--- src/rtl/pll_reset_sequencer_pkg.sv ---
// Shared types for the PLL reset sequencer: FSM state encoding
// and counter sizing helper.
package pll_reset_sequencer_pkg;

    typedef enum logic [1:0] {
        WAIT_LOCK = 2'd0,
        STABILIZE = 2'd1,
        HOLD      = 2'd2,
        RUN       = 2'd3
    } seq_state_e;

    function automatic int cnt_width(input int a, input int b);
        return $clog2(((a > b) ? a : b) + 1);
    endfunction

endpackage

--- src/rtl/pll_reset_sequencer_sync_bit.sv ---
// Multi-flop synchroniser for a single asynchronous input bit,
// cleared asynchronously to 0.
module sync_bit #(
    parameter int STAGES = 2
) (
    input  logic clk,
    input  logic rst_n,
    input  logic d,
    output logic q
);

    logic [STAGES-1:0] sr;

    always_ff @(posedge clk or negedge rst_n) begin
        if (!rst_n) begin
            sr <= '0;
        end else begin
            sr <= {sr[STAGES-2:0], d};
        end
    end

    assign q = sr[STAGES-1];

endmodule

--- src/rtl/pll_reset_sequencer.sv ---
// Turns the asynchronous PLL lock flag into a clean, delayed reset
// for the PLL clock domain, and tracks lock-loss events.
module pll_reset_sequencer
    import pll_reset_sequencer_pkg::*;
#(
    parameter int SYNC_STAGES   = 2,
    parameter int STABLE_CYCLES = 1024,
    parameter int HOLD_CYCLES   = 16,
    parameter int LOSS_CNT_W    = 8
) (
    input  logic                  clock_in,
    input  logic                  reset_n,
    input  logic                  pll_locked,
    output logic                  rst_out_n,
    output logic                  ready,
    output logic                  lock_lost,
    input  logic                  clear_lost,
    output logic [LOSS_CNT_W-1:0] loss_count
);

    localparam int CW = cnt_width(STABLE_CYCLES, HOLD_CYCLES);

    logic          lk;
    seq_state_e    state_q, state_d;
    logic [CW-1:0] cnt_q, cnt_d;
    logic          lost_event;

    sync_bit #(
        .STAGES(SYNC_STAGES)
    ) u_sync_lock (
        .clk  (clock_in),
        .rst_n(reset_n),
        .d    (pll_locked),
        .q    (lk)
    );

    always_ff @(posedge clock_in or negedge reset_n) begin
        if (!reset_n) begin
            state_q <= WAIT_LOCK;
            cnt_q   <= '0;
        end else begin
            state_q <= state_d;
            cnt_q   <= cnt_d;
        end
    end

    always_comb begin
        state_d    = state_q;
        cnt_d      = cnt_q;
        lost_event = 1'b0;
        case (state_q)
            WAIT_LOCK: begin
                if (lk) begin
                    state_d = STABILIZE;
                    cnt_d   = '0;
                end
            end
            STABILIZE: begin
                if (!lk) begin
                    state_d = WAIT_LOCK;
                end else if (cnt_q == CW'(STABLE_CYCLES - 1)) begin
                    state_d = HOLD;
                    cnt_d   = '0;
                end else begin
                    cnt_d = cnt_q + CW'(1);
                end
            end
            HOLD: begin
                if (!lk) begin
                    state_d = WAIT_LOCK;
                end else if (cnt_q == CW'(HOLD_CYCLES - 1)) begin
                    state_d = RUN;
                end else begin
                    cnt_d = cnt_q + CW'(1);
                end
            end
            RUN: begin
                if (!lk) begin
                    state_d    = WAIT_LOCK;
                    lost_event = 1'b1;
                end
            end
            default: begin
                state_d = WAIT_LOCK;
                cnt_d   = '0;
            end
        endcase
    end

    // A loss on the same edge as clear_lost must remain visible.
    always_ff @(posedge clock_in or negedge reset_n) begin
        if (!reset_n) begin
            lock_lost  <= 1'b0;
            loss_count <= '0;
        end else begin
            if (lost_event) begin
                lock_lost <= 1'b1;
            end else if (clear_lost) begin
                lock_lost <= 1'b0;
            end
            if (lost_event && (loss_count != '1)) begin
                loss_count <= loss_count + LOSS_CNT_W'(1);
            end
        end
    end

    assign rst_out_n = (state_q == RUN);
    assign ready     = rst_out_n;

endmodule

--- config.mk ---
export PLATFORM = sky130hd
export DESIGN_NAME = pll_reset_sequencer
export DESIGN_NICKNAME = d
export VERILOG_FILES = /design/src/rtl/pll_reset_sequencer_pkg.sv /design/src/rtl/pll_reset_sequencer_sync_bit.sv /design/src/rtl/pll_reset_sequencer.sv
export SDC_FILE = /design/constraint.sdc
export NUM_CORES = 1
export LEC_CHECK = 0
export ABC_AREA = 1
export BUFFER_PORTS_ARGS = -buffer_cell sky130_fd_sc_hd__buf_2
export CAP_MARGIN = 10
export CORE_AREA = 2 2 75 77
export DETAILED_ROUTE_END_ITERATION = 10
export DIE_AREA = 0 0 77 79
export SYNTH_ARGS = -nofsm -noshare
export SYNTH_HDL_FRONTEND = slang
export SYNTH_SLANG_ARGS = --single-unit
export TNS_END_PERCENT = 1
--- constraint.sdc ---
create_clock -name clock_in -period 1.95 [get_ports clock_in]
set_input_delay 0.39 -clock clock_in [delete_from_list [all_inputs] [get_ports clock_in]]
set_output_delay 0.39 -clock clock_in [all_outputs]
set_load 0.02 [all_outputs]
==> impl_results.md, run 1 <==
* Status: finished clean
* Synth Area per Inst at 7.375 um^2
* EDFF count, synth at 0
* Via count at roughly 1300
* VDD IR max at roughly 0.00055 V
* Critical Path End Type: flop
* Clk_skew at 0.006304 ns
* Cells after Synth at approximately 210
* First DRT Iteration DRCs at 38
* Crit share post-route at between 80% and 90%
* Syn nets at 220
* Final Wtd Congestion at about 0.88
* Top cell type's share of synthesized area at 38.96%
* Synth-to-Final Area Change at 14.29%
* Sequential element share of the synthesized area at 38.96%
* Setup TNS at 0 ns
* Final WL at about 3100 um
* Placed Cells at around 290
* Cell leakage power at 0.9291 nW
* FF-to-FF path depth at 10
* Routed Antenna Nets at 0
* Total global routing overflow at 0
* Clk sinks at 24
* Crit Path Max Fanout at 11
* Die width at 77 um
* Worst Path Required at between 2 and 2.5 ns
* Core area at 5338 um^2
* IO Pins at 15
* Post-CTS Setup Bufs at 0
* Final Max Slew Viols at 0
* Final setup viols at 0
* Die height at between 70 and 80 um
* Clk Tree Root Cell: clkbuf_8
* Worst EP arrival at around 1.9 ns
* IO Port Bufs at 14
* Final net count at 237
* Hold Vio Cnt, Final at 0
* Share of synthesized registers carrying an async set or reset at 100.0%
* Number of global-route vias before repair at 1273
* Clk pin slew, worst setup/hold paths at 0.09 ns
* Tmin final at about 1.7 ns
* RSZ-0062 raised after global routing: false
* Worst R2R Start: state_q[0]
* Flop-to-flop setup slack at 0.24 ns
* Unique cell type count in the Yosys netlist at 28
* Fin area at approximately 1800 um^2
* First-pass GRT wire length at approximately 5600 um
* H-Tree Depth at 1
* Die area at 6083 um^2
* Worst-Skew Late Latency at around 0.27 ns
* Worst Max-Slew Pin Slew at between 0.5 and 0.6 ns
* Number of synthesized register bits at 24
* Initial antenna violation count at 0
* CP startpoint kind: flop
* Critical setup path kind: flop to flop
* Worst slew margin at 64.12%
* CTS Buffer Depth at 2
* Initial core utilization at 28.88%
* Area after DPL at 1683 um^2
* TritonCTS clock tree: yes
* Share of cells above drive strength 1 at 16.00%
* Crit. Startpoint: state_q[0]
* Max cap viols at 0
* Hold Path Class: input port to asynchronous set/reset pin
* DRC at 0
* PD cells at 1025 nW/um^2
* Largest net degree at the start of global routing at 25
* Most numerous cell in the Yosys netlist: nand2_1
* Synth warn at 0
* Commonest cells in the netlist: nand2_1 (72), inv_1 (25), dfrtp_1 (24)
* TritonRoute pass-1 iters at 4
* Achievable Freq at 585.8 MHz
* DP HPWL at ~2400 um
* Leading area contributor after synthesis: dfrtp_1
* Main flop type after synthesis: dfrtp_1
* CTS buffer count at 3
* Final design utilization at 33.01%
* Via/cell ratio at 4.451
* Post-Synthesis Cell Area at 1541 um^2
* WL/cell at roughly 11 um
* N_diodes at 0
* Row Count at 27
* Tot Pwr at 1.806 mW
* Layout Cells excl Fill at 297
* Largest cells by area after synthesis: dfrtp_1 (39%), nand2_1 (18%), inv_1 (6.1%)
* Total GRT Usage at 11.22%
[cell type report]
class	instances	area (um^2)
timing repair buffer	14	70.07
sequential	24	600.6
tap	72	90.09
clock inverter	1	30.03
multi-input combinational	155	824.5
fill	614	3576
clock buffer	3	41.29
inverter	28	105.1
[power breakdown]
part           leakage, nW  internal (mW)  switching (mW)
combinational        0.568          0.251           0.494
clock               0.0357          0.274           0.165
sequential           0.325          0.561          0.0605
[final timing paths]
kind / endpoint
worst max register to register: cnt_q[3]
worst max-delay path: cnt_q[3]
worst min-delay path: loss_count[0]
max in group asynchronous: cnt_q[3]
worst min register to register: u_sync_lock.sr[1]
min in group clock_in: u_sync_lock.sr[0]
[cells in the final DEF, fill, tap and decap left out]
| master | netlist | routed |
|---|---|---|
| or2_2 | 2 | 2 |
| nand4_1 | 4 | 4 |
| ha_1 | 7 | 7 |
| nor3_1 | 4 | 4 |
| nand3b_1 | 1 | 1 |
| o21ai_1 | 3 | 3 |
| nor2_4 | 2 | 2 |
| nor2_8 | 1 | 1 |
| xor2_1 | 5 | 5 |
| a21oi_1 | 1 | 1 |
| nand2_2 | 5 | 4 |
| nand2_4 | 0 | 1 |
| xnor2_1 | 3 | 3 |
| nor3_2 | 1 | 1 |
| dfrtp_1 | 24 | 24 |
| clkbuf_8 | 0 | 3 |
| o21bai_1 | 1 | 1 |
| nand2_1 | 72 | 72 |
| inv_1 | 25 | 25 |
| inv_2 | 3 | 3 |
| o2111ai_1 | 1 | 1 |
| nor2_2 | 1 | 2 |
| nand4_2 | 1 | 1 |
| o22ai_1 | 1 | 1 |
| bufinv_16 | 0 | 1 |
| nand3_1 | 18 | 18 |
| nand3_2 | 1 | 1 |
| o21ai_0 | 3 | 3 |
| buf_2 | 0 | 14 |
| nor2_1 | 17 | 16 |
[worst max-delay path, cell delays in order, from the launching register on]
cell     delay (ns)
dfrtp_1        0.40
inv_1          0.09
ha_1           0.28
nor2_2         0.16
nor2_1         0.08
nor2_4         0.15
nand2_4        0.14
inv_2          0.13
nand2_1        0.07
nand2_1        0.07
inv_1          0.03
[logic make-up after synthesis]
kind of cell	after synthesis	synth area share (%)
flip-flops	24	38.96
AO/OA/AOI/OAI	10	3.733
buffers and inverters	30	8.036
XOR/XNOR	8	4.546
adder cells (fa/ha/maj)	7	5.682
AND/OR/NAND/NOR	130	39.04
[state kept, by name (all words and copies together), names as in the netlist]
signal / flops
lock_lost: 1
loss_count: 8
u_sync_lock.sr: 2
cnt_q: 11
state_q: 2
[per-stage QoR]
step | worst slack [ns] | hold WS, ns
5_1_grt | 0.06600 | 0.1279
3_3_place_gp | 0.2253 | 0.3356
2_1_floorplan | 0.4460 | 0.09441
4_1_cts | 0.09298 | 0.1203
6_report | 0.2431 | 0.09426
3_5_place_dp | 0.1336 | 0.3420
[per-layer routing]
metal  routed length, um  vias to the layer above  track usage [%]  part of all wire (%)
met4                  18                        0            4.286                  0.58
met2                1530                        9            19.56                    49
met3                  49                        2            1.023                   1.6
li1                    -                      689                -                     -
met5                   0                        -                0                     0
met1                1532                      622            14.49                    49
[repair_timing]
| action | in CTS | in global routing |
|---|---|---|
| hold buffers | 0 | 0 |
| gates resized for setup | 0 | 2 |
| endpoints found under the setup margin | 0 | 4 |
(Power assumes the default switching activity.)
==> run 2, diff against run 1 <==
- ABC_AREA: 1 -> 0
- CORE_AREA: 2 2 75 77 -> 2 2 70 72
- DIE_AREA: 0 0 77 79 -> 0 0 72 74
==> impl_results.md, run 2 <==
* Status: complete, but fails checks
* Failing checks: setup timing
* Synth warn at 0 (unchanged)
* Slowest cell on the critical path: or3_4
* Worst slew margin at 64.53% (+0.41 points)
* Routed Antenna Nets at 0 (unchanged)
* Post-Synthesis Cell Area at 1325 um^2 (-14%)
* Worst EP arrival at 2.11 ns (+0.24 ns)
* Row Count at 25 (-7.4%)
* Hold Path Class: input port to asynchronous set/reset pin
* IO Port Bufs at 14 (unchanged)
* Critical Path End Type: flop
* Achievable Freq at 510.6 MHz (-13%)
* TritonRoute pass-1 iters at 4 (unchanged)
* Tot Pwr at 1.857 mW (+2.9%)
* Setup TNS at -0.008665 ns (-0.008665 ns)
* CP startpoint kind: flop
* Cts hold-fix bufs at 0 (unchanged)
* Internal power at 1.162 mW (+6.9%)
* EDFF count, synth at 0 (unchanged)
* Clk Tree Root Cell: clkbuf_8
* Hold Vio Cnt, Final at 0 (unchanged)
* Share of cells above drive strength 1 at 40.35% (+24 points)
* Critical setup path kind: flop to flop
* Total global routing overflow at 0 (unchanged)
* RSZ-0062 raised after global routing: true
* Cell leakage power at 0.8163 nW (-12%)
* Tmin final at 1.959 ns (+0.2517 ns)
* PD cells at 1052 nW/um^2 (+2.6%)
* Die height at 74 um (-6.3%)
* FF-to-FF path depth at 6 (-4)
* IO Pins at 15 (unchanged)
* Crit-path cells: ha_2 > nand3_2 > or3_4 > o211ai_1 > o21ai_4 > mux2_4
* Max incr delay on CP at 0.42 ns (+0.02 ns)
* Worst-Skew Late Latency at 0.27 ns (about the same)
* Initial core utilization at 28.82% (-0.063 points)
* Biggest register: cnt_q
* Synth Area per Inst at 10.35 um^2 (+40%)
* Final WL at 2950 um (-5.8%)
* Largest net degree at the start of global routing at 25 (unchanged)
* CTS Buffer Depth at 2 (unchanged)
* First DRT Iteration DRCs at 64 (+68%)
* Placed Cells at 217 (-26%)
* H-Tree Depth at 1 (unchanged)
* Final Max Slew Viols at 0 (unchanged)
* Worst Path Required at 2.10 ns (-0.02 ns)
* Commonest non-fill, non-tap cell in the layout: buf_4
* Crit Path Max Fanout at 4 (-7)
* Final net count at 183 (-23%)
* WP depth at 6 (-4)
* Sw frac at 37.44% (-2.4 points)
* Crit-path leading delay family: simple AND/OR/NAND/NOR gates
* Die area at 5328 um^2 (-12%)
* Clock network power share at 18.3% (-6.0 points)
* CTS buffer count at 3 (unchanged)
* Core area at 4598 um^2 (-14%)
* Synth-to-Final Area Change at 33.24%
* Total GRT Usage at 10.77% (-0.44 points)
* Cells after Synth at 128 (-39%)
* Unique cell type count in the Yosys netlist at 46 (+64%)
* Most frequent cells in the layout: buf_4 (26), dfrtp_1 (23), buf_2 (14), nor2_1 (10), o21ai_0 (9)
* Die width at 72 um (-6.5%)
* Top cell type's share of synthesized area at 45.33% (+6.4 points)
* Leading area contributor after synthesis: dfrtp_1
* Final design utilization at 38.39% (+5.4 points)
* Max reg flops at 11 (unchanged)
* Layout Cells excl Fill at 225 (-24%)
* DP HPWL at 2078 um (-14%)
* TritonCTS clock tree: yes
* Clk pin slew, worst setup/hold paths at 0.09 ns (about the same)
* Final Wtd Congestion at 0.8491 (-3.6%)
* Final setup margin at -0.008665 ns (-0.2517 ns)
* DRC at 0 (unchanged)
* Clk_skew at 0.007825 ns (+0.001521 ns)
* VDD IR max at 0.0004245 V (-23%)
* Number of global-route vias before repair at 1000 (-21%)
* Initial antenna violation count at 0 (unchanged)
* Crit share post-route at 100.4% (+13 points)
* First-pass GRT wire length at 4478 um (-20%)
* Flop pwr share at 34.8% (+0.4 points)
* Most numerous cell in the Yosys netlist: dfrtp_1
* Via/cell ratio at 5.058 (+14%)
* Worst path bufs/invs at 0 (-3)
* Max cap viols at 0 (unchanged)
* Top Registers: cnt_q (11), loss_count (8)
* N_diodes at 0 (unchanged)
* Sequential element share of the synthesized area at 45.33% (+6.4 points)
* Main flop type after synthesis: dfrtp_1
* Worst Max-Slew Pin Slew at 0.5320 ns (-0.006132 ns)
* Largest cells by area after synthesis: dfrtp_1 (45%), ha_1 (6.6%), o21ai_0 (4.2%)
* Syn nets at 139 (-37%)
* Hold_ws at 0.08720 ns (-0.007065 ns)
* Final setup viols at 1 (+1)
* Clk sinks at 24 (unchanged)
* Logic pwr share at 46.8% (+5.5 points)
* Commonest cells in the netlist: dfrtp_1 (24), o21ai_0 (11), nor2_1 (10)
* Via count at 1138 (-14%)
* WL/cell at 13.11 um (+24%)
* NetSw at 695.4 uW (-3.3%)
* Number of synthesized register bits at 24 (unchanged)
* Share of synthesized registers carrying an async set or reset at 100.0% (unchanged)
[run 2: layout make-up]
class / instances / area (um^2)
flip-flops and latches: 24 / 601.8
fillers: 445 / 2833
inverters: 4 / 15.01
clock buffers: 4 / 55.05
multi-input cells: 97 / 738.2
repair buffers: 42 / 287.8
well taps: 54 / 67.56
[run 2: path summary, 6_finish.rpt]
path                                    from           endpoint  slack (ns)
hold / removal                       reset_n           cnt_q[1]        0.09
hold reg to reg            u_sync_lock.sr[0]  u_sync_lock.sr[1]        0.36
setup reg to reg                    cnt_q[0]         state_q[1]      -0.009
setup / recovery                    cnt_q[0]         state_q[1]      -0.009
min in group clock_in             pll_locked  u_sync_lock.sr[0]        0.23
max in group asynchronous            reset_n           cnt_q[0]        1.48
[run 2: metrics by stage]
stage	setup slack (ns)	instance area, um^2
detailed placement	-0.05571	1617
global route	-0.1051	1765
finish	-0.008665	1765
global placement	-0.04990	1617
CTS	-0.004280	1685
floorplan	0.004175	1325
[run 2: layer usage]
layer	global-route usage, %	part of all wire [%]	up-vias
met5	0	0	-
met4	5.660	1.2	0
met3	1.220	2.1	2
met2	17.08	51	17
met1	14.63	46	558
li1	-	-	561
[run 2: logic make-up (layout without fill, tap and decap cells)]
| logic type | count (synthesis) | after routing | synth area share, % |
|---|---|---|---|
| AO/OA/AOI/OAI | 30 | 30 | 16.15 |
| flip-flops | 24 | 24 | 45.33 |
| multiplexers | 3 | 3 | 2.738 |
| XOR/XNOR | 7 | 7 | 4.627 |
| buffers and inverters | 7 | 50 | 3.115 |
| AND/OR/NAND/NOR | 50 | 50 | 21.44 |
| adder cells (fa/ha/maj) | 7 | 7 | 6.610 |
[run 2: timing repair]
item / CTS / global route
endpoints found under the setup margin: 6 / 12
pin swaps: 2 / 10
cloned: 0 / 0
resized for setup: 5 / 15
buffers inserted: 0 / 4
[run 2: power groups by stage]
stage                     clock network, mW  registers [mW]  logic, mW
after floorplan                           0           0.688      0.446
after global placement                    0           0.649      0.759
after detailed placement                  0           0.653      0.764
after CTS                             0.355           0.643      0.777
after global routing                  0.369           0.656      0.949
final                                 0.341           0.647      0.870
==> run 3, diff against run 2 <==
- clock period: 1.95 -> 1.8 ns (I/O delays scaled with it)
==> impl_results.md, run 3 (synthesized netlist as in run 2, its figures left out) <==
* Worst-Skew Late Latency at 0.28 ns (about the same)
* PD cells at 1177 nW/um^2 (+12%)
* Initial core utilization at 28.82% (unchanged)
* Routed Antenna Nets at 0 (unchanged)
* Total global routing overflow at 0 (unchanged)
* DRC at 0 (unchanged)
* Via/cell ratio at 5.113 (+1.1%)
* Cell leakage power at 0.8461 nW (+3.6%)
* DP HPWL at 2289 um (+10%)
* First-pass GRT wire length at 5299 um (+18%)
* Reg area at 600.6 um^2 (-0.21%)
* Setup TNS at -2.112 ns (-2.104 ns)
* Tot Pwr at 2.148 mW (+16%)
* Failing checks: setup timing
* H-Tree Depth at 1 (unchanged)
* Layout Cells excl Fill at 230 (+2.2%)
* Commonest non-fill, non-tap cell in the layout: buf_4
* Final setup viols at 15 (+14)
* Placed Cells at 224 (+3.2%)
* Die width at 72 um (unchanged)
* Hold Vio Cnt, Final at 0 (unchanged)
* CTS Buffer Depth at 2 (unchanged)
* Initial antenna violation count at 0 (unchanged)
* Worst slew margin at 64.08% (-0.45 points)
* CP startpoint kind: flop
* RSZ-0062 raised after global routing: true
* Top Registers: cnt_q (11), loss_count (8)
* Clk Tree Root Cell: clkbuf_8
* Number of global-route vias before repair at 1154 (+15%)
* Biggest register: cnt_q
* Via count at 1176 (+3.3%)
* Clk_skew at 0.005242 ns (-0.002583 ns)
* Total GRT Usage at 12.99% (+2.2 points)
* IO Port Bufs at 14 (unchanged)
* Crit-path cells: inv_2 > ha_2 > nor3_2 > nor2_1 > buf_4 > a311o_1 > buf_6 > or2_4 > o41ai_2
* Critical setup path kind: flop to flop
* WL/cell at 13.56 um (+3.4%)
* Die area at 5328 um^2 (unchanged)
* Crit share post-route at 112.3% (+12 points)
* First DRT Iteration DRCs at 43 (-33%)
* Achievable Freq at 494.8 MHz (-3.1%)
* Critical Path End Type: flop
* Synth-to-Final Area Change at 37.68%
* Final net count at 188 (+2.7%)
* Slowest cell on the critical path: dfrtp_1
* Tmin final at 2.021 ns (+0.06223 ns)
* Crit Path Max Fanout at 9 (+5)
* CTS buffer count at 3 (unchanged)
* Max incr delay on CP at 0.42 ns (about the same)
* Final setup margin at -0.2209 ns (-0.2122 ns)
* Row Count at 25 (unchanged)
* Filler instances at 441 (-0.90%)
* Final Wtd Congestion at 0.7805 (-8.1%)
* Status: complete, but fails checks
* N_diodes at 0 (unchanged)
* Max reg flops at 11 (unchanged)
* Hold Path Class: input port to asynchronous set/reset pin
* Core area at 4598 um^2 (unchanged)
* Final Max Slew Viols at 0 (unchanged)
* IO Pins at 15 (unchanged)
* FF-to-FF path depth at 9 (+3)
* Area of the multi-input gates at 748.2 um^2 (+1.4%)
* Share of cells above drive strength 1 at 41.48% (+1.1 points)
* TritonRoute pass-1 iters at 4 (unchanged)
* Clk sinks at 24 (unchanged)
* Largest net degree at the start of global routing at 25 (unchanged)
* Worst Path Required at 1.98 ns (-0.12 ns)
* Final WL at 3119 um (+5.7%)
* VDD IR max at 0.0004648 V (+9.5%)
* Most frequent cells in the layout: buf_4 (32), dfrtp_1 (24), buf_2 (14), o21ai_0 (11), nor2_1 (10)
* TritonCTS clock tree: yes
* Max cap viols at 0 (unchanged)
* Clk pin slew, worst setup/hold paths at 0.09 ns (about the same)
* Die height at 74 um (unchanged)
* Worst Max-Slew Pin Slew at 0.5387 ns (+0.006735 ns)
* Worst EP arrival at 2.21 ns (+0.10 ns)
-- run 3: metal layers --
| metal | track usage, % | share of wire [%] | wire, um | vias to the layer above |
|---|---|---|---|---|
| met1 | 16.35 | 43 | 1351 | 574 |
| met3 | 1.220 | 2.8 | 88 | 7 |
| met2 | 22.02 | 51 | 1590 | 26 |
| met5 | 0 | 0 | 0 | - |
| li1 | - | - | - | 569 |
| met4 | 7.547 | 2.9 | 89 | 0 |
-- run 3: final timing paths --
path                                   start           endpoint  slack, ns
max                               state_q[1]           cnt_q[8]      -0.22
min                                  reset_n           cnt_q[2]       0.05
max reg2reg                       state_q[1]           cnt_q[8]      -0.22
min reg2reg                u_sync_lock.sr[0]  u_sync_lock.sr[1]       0.36
max in group asynchronous            reset_n  u_sync_lock.sr[0]       1.38
min in group clock_in             pll_locked  u_sync_lock.sr[0]       0.19
-- run 3: area by class of cell --
| cell class | count | area share [%] |
|---|---|---|
| flip-flops and latches | 24 | 32.92 |
| clock buffers | 3 | 2.263 |
| clock inverters | 1 | 1.646 |
| inverters | 4 | 0.8230 |
| repair buffers | 47 | 17.63 |
| multi-input cells | 97 | 41.02 |
| well taps | 54 | 3.704 |
-- run 3: critical path, delay by kind of cell, from the launching register on --
| kind | cells | cell delay [ns] |
|---|---|---|
| compound gates | 2 | 0.48 |
| fa+ha+maj | 1 | 0.19 |
| buf+inv | 3 | 0.36 |
| flops | 1 | 0.42 |
| simple gates | 3 | 0.50 |
-- run 3: power by group --
group | switching (mW) | leakage, nW | internal, mW
clock network | 0.188 | 0.0357 | 0.298
logic | 0.496 | 0.487 | 0.461
registers | 0.0919 | 0.323 | 0.613
-- run 3: metrics by stage --
step | util (%) | hold WS [ns] | area (um^2) | worst slack, ns
after detailed placement | 37.17 | 0.3387 | 1709 | -0.2154
after global routing | 39.67 | 0.1025 | 1824 | -0.3421
final | 39.67 | 0.05166 | 1824 | -0.2209
after global placement | 37.17 | 0.3352 | 1709 | -0.2001
after floorplan | - | 0.06441 | 1369 | -0.0005737
after CTS | 39.67 | 0.07388 | 1824 | -0.1962
-- run 3: what timing repair did --
action                                  4_1_cts  5_1_grt
setup buffers                                 2        0
resized for setup                             7        0
endpoints found under the setup margin       13       18
pin swaps                                     1        1
hold endpoints to repair                      0        0
hold buffers                                  0        0
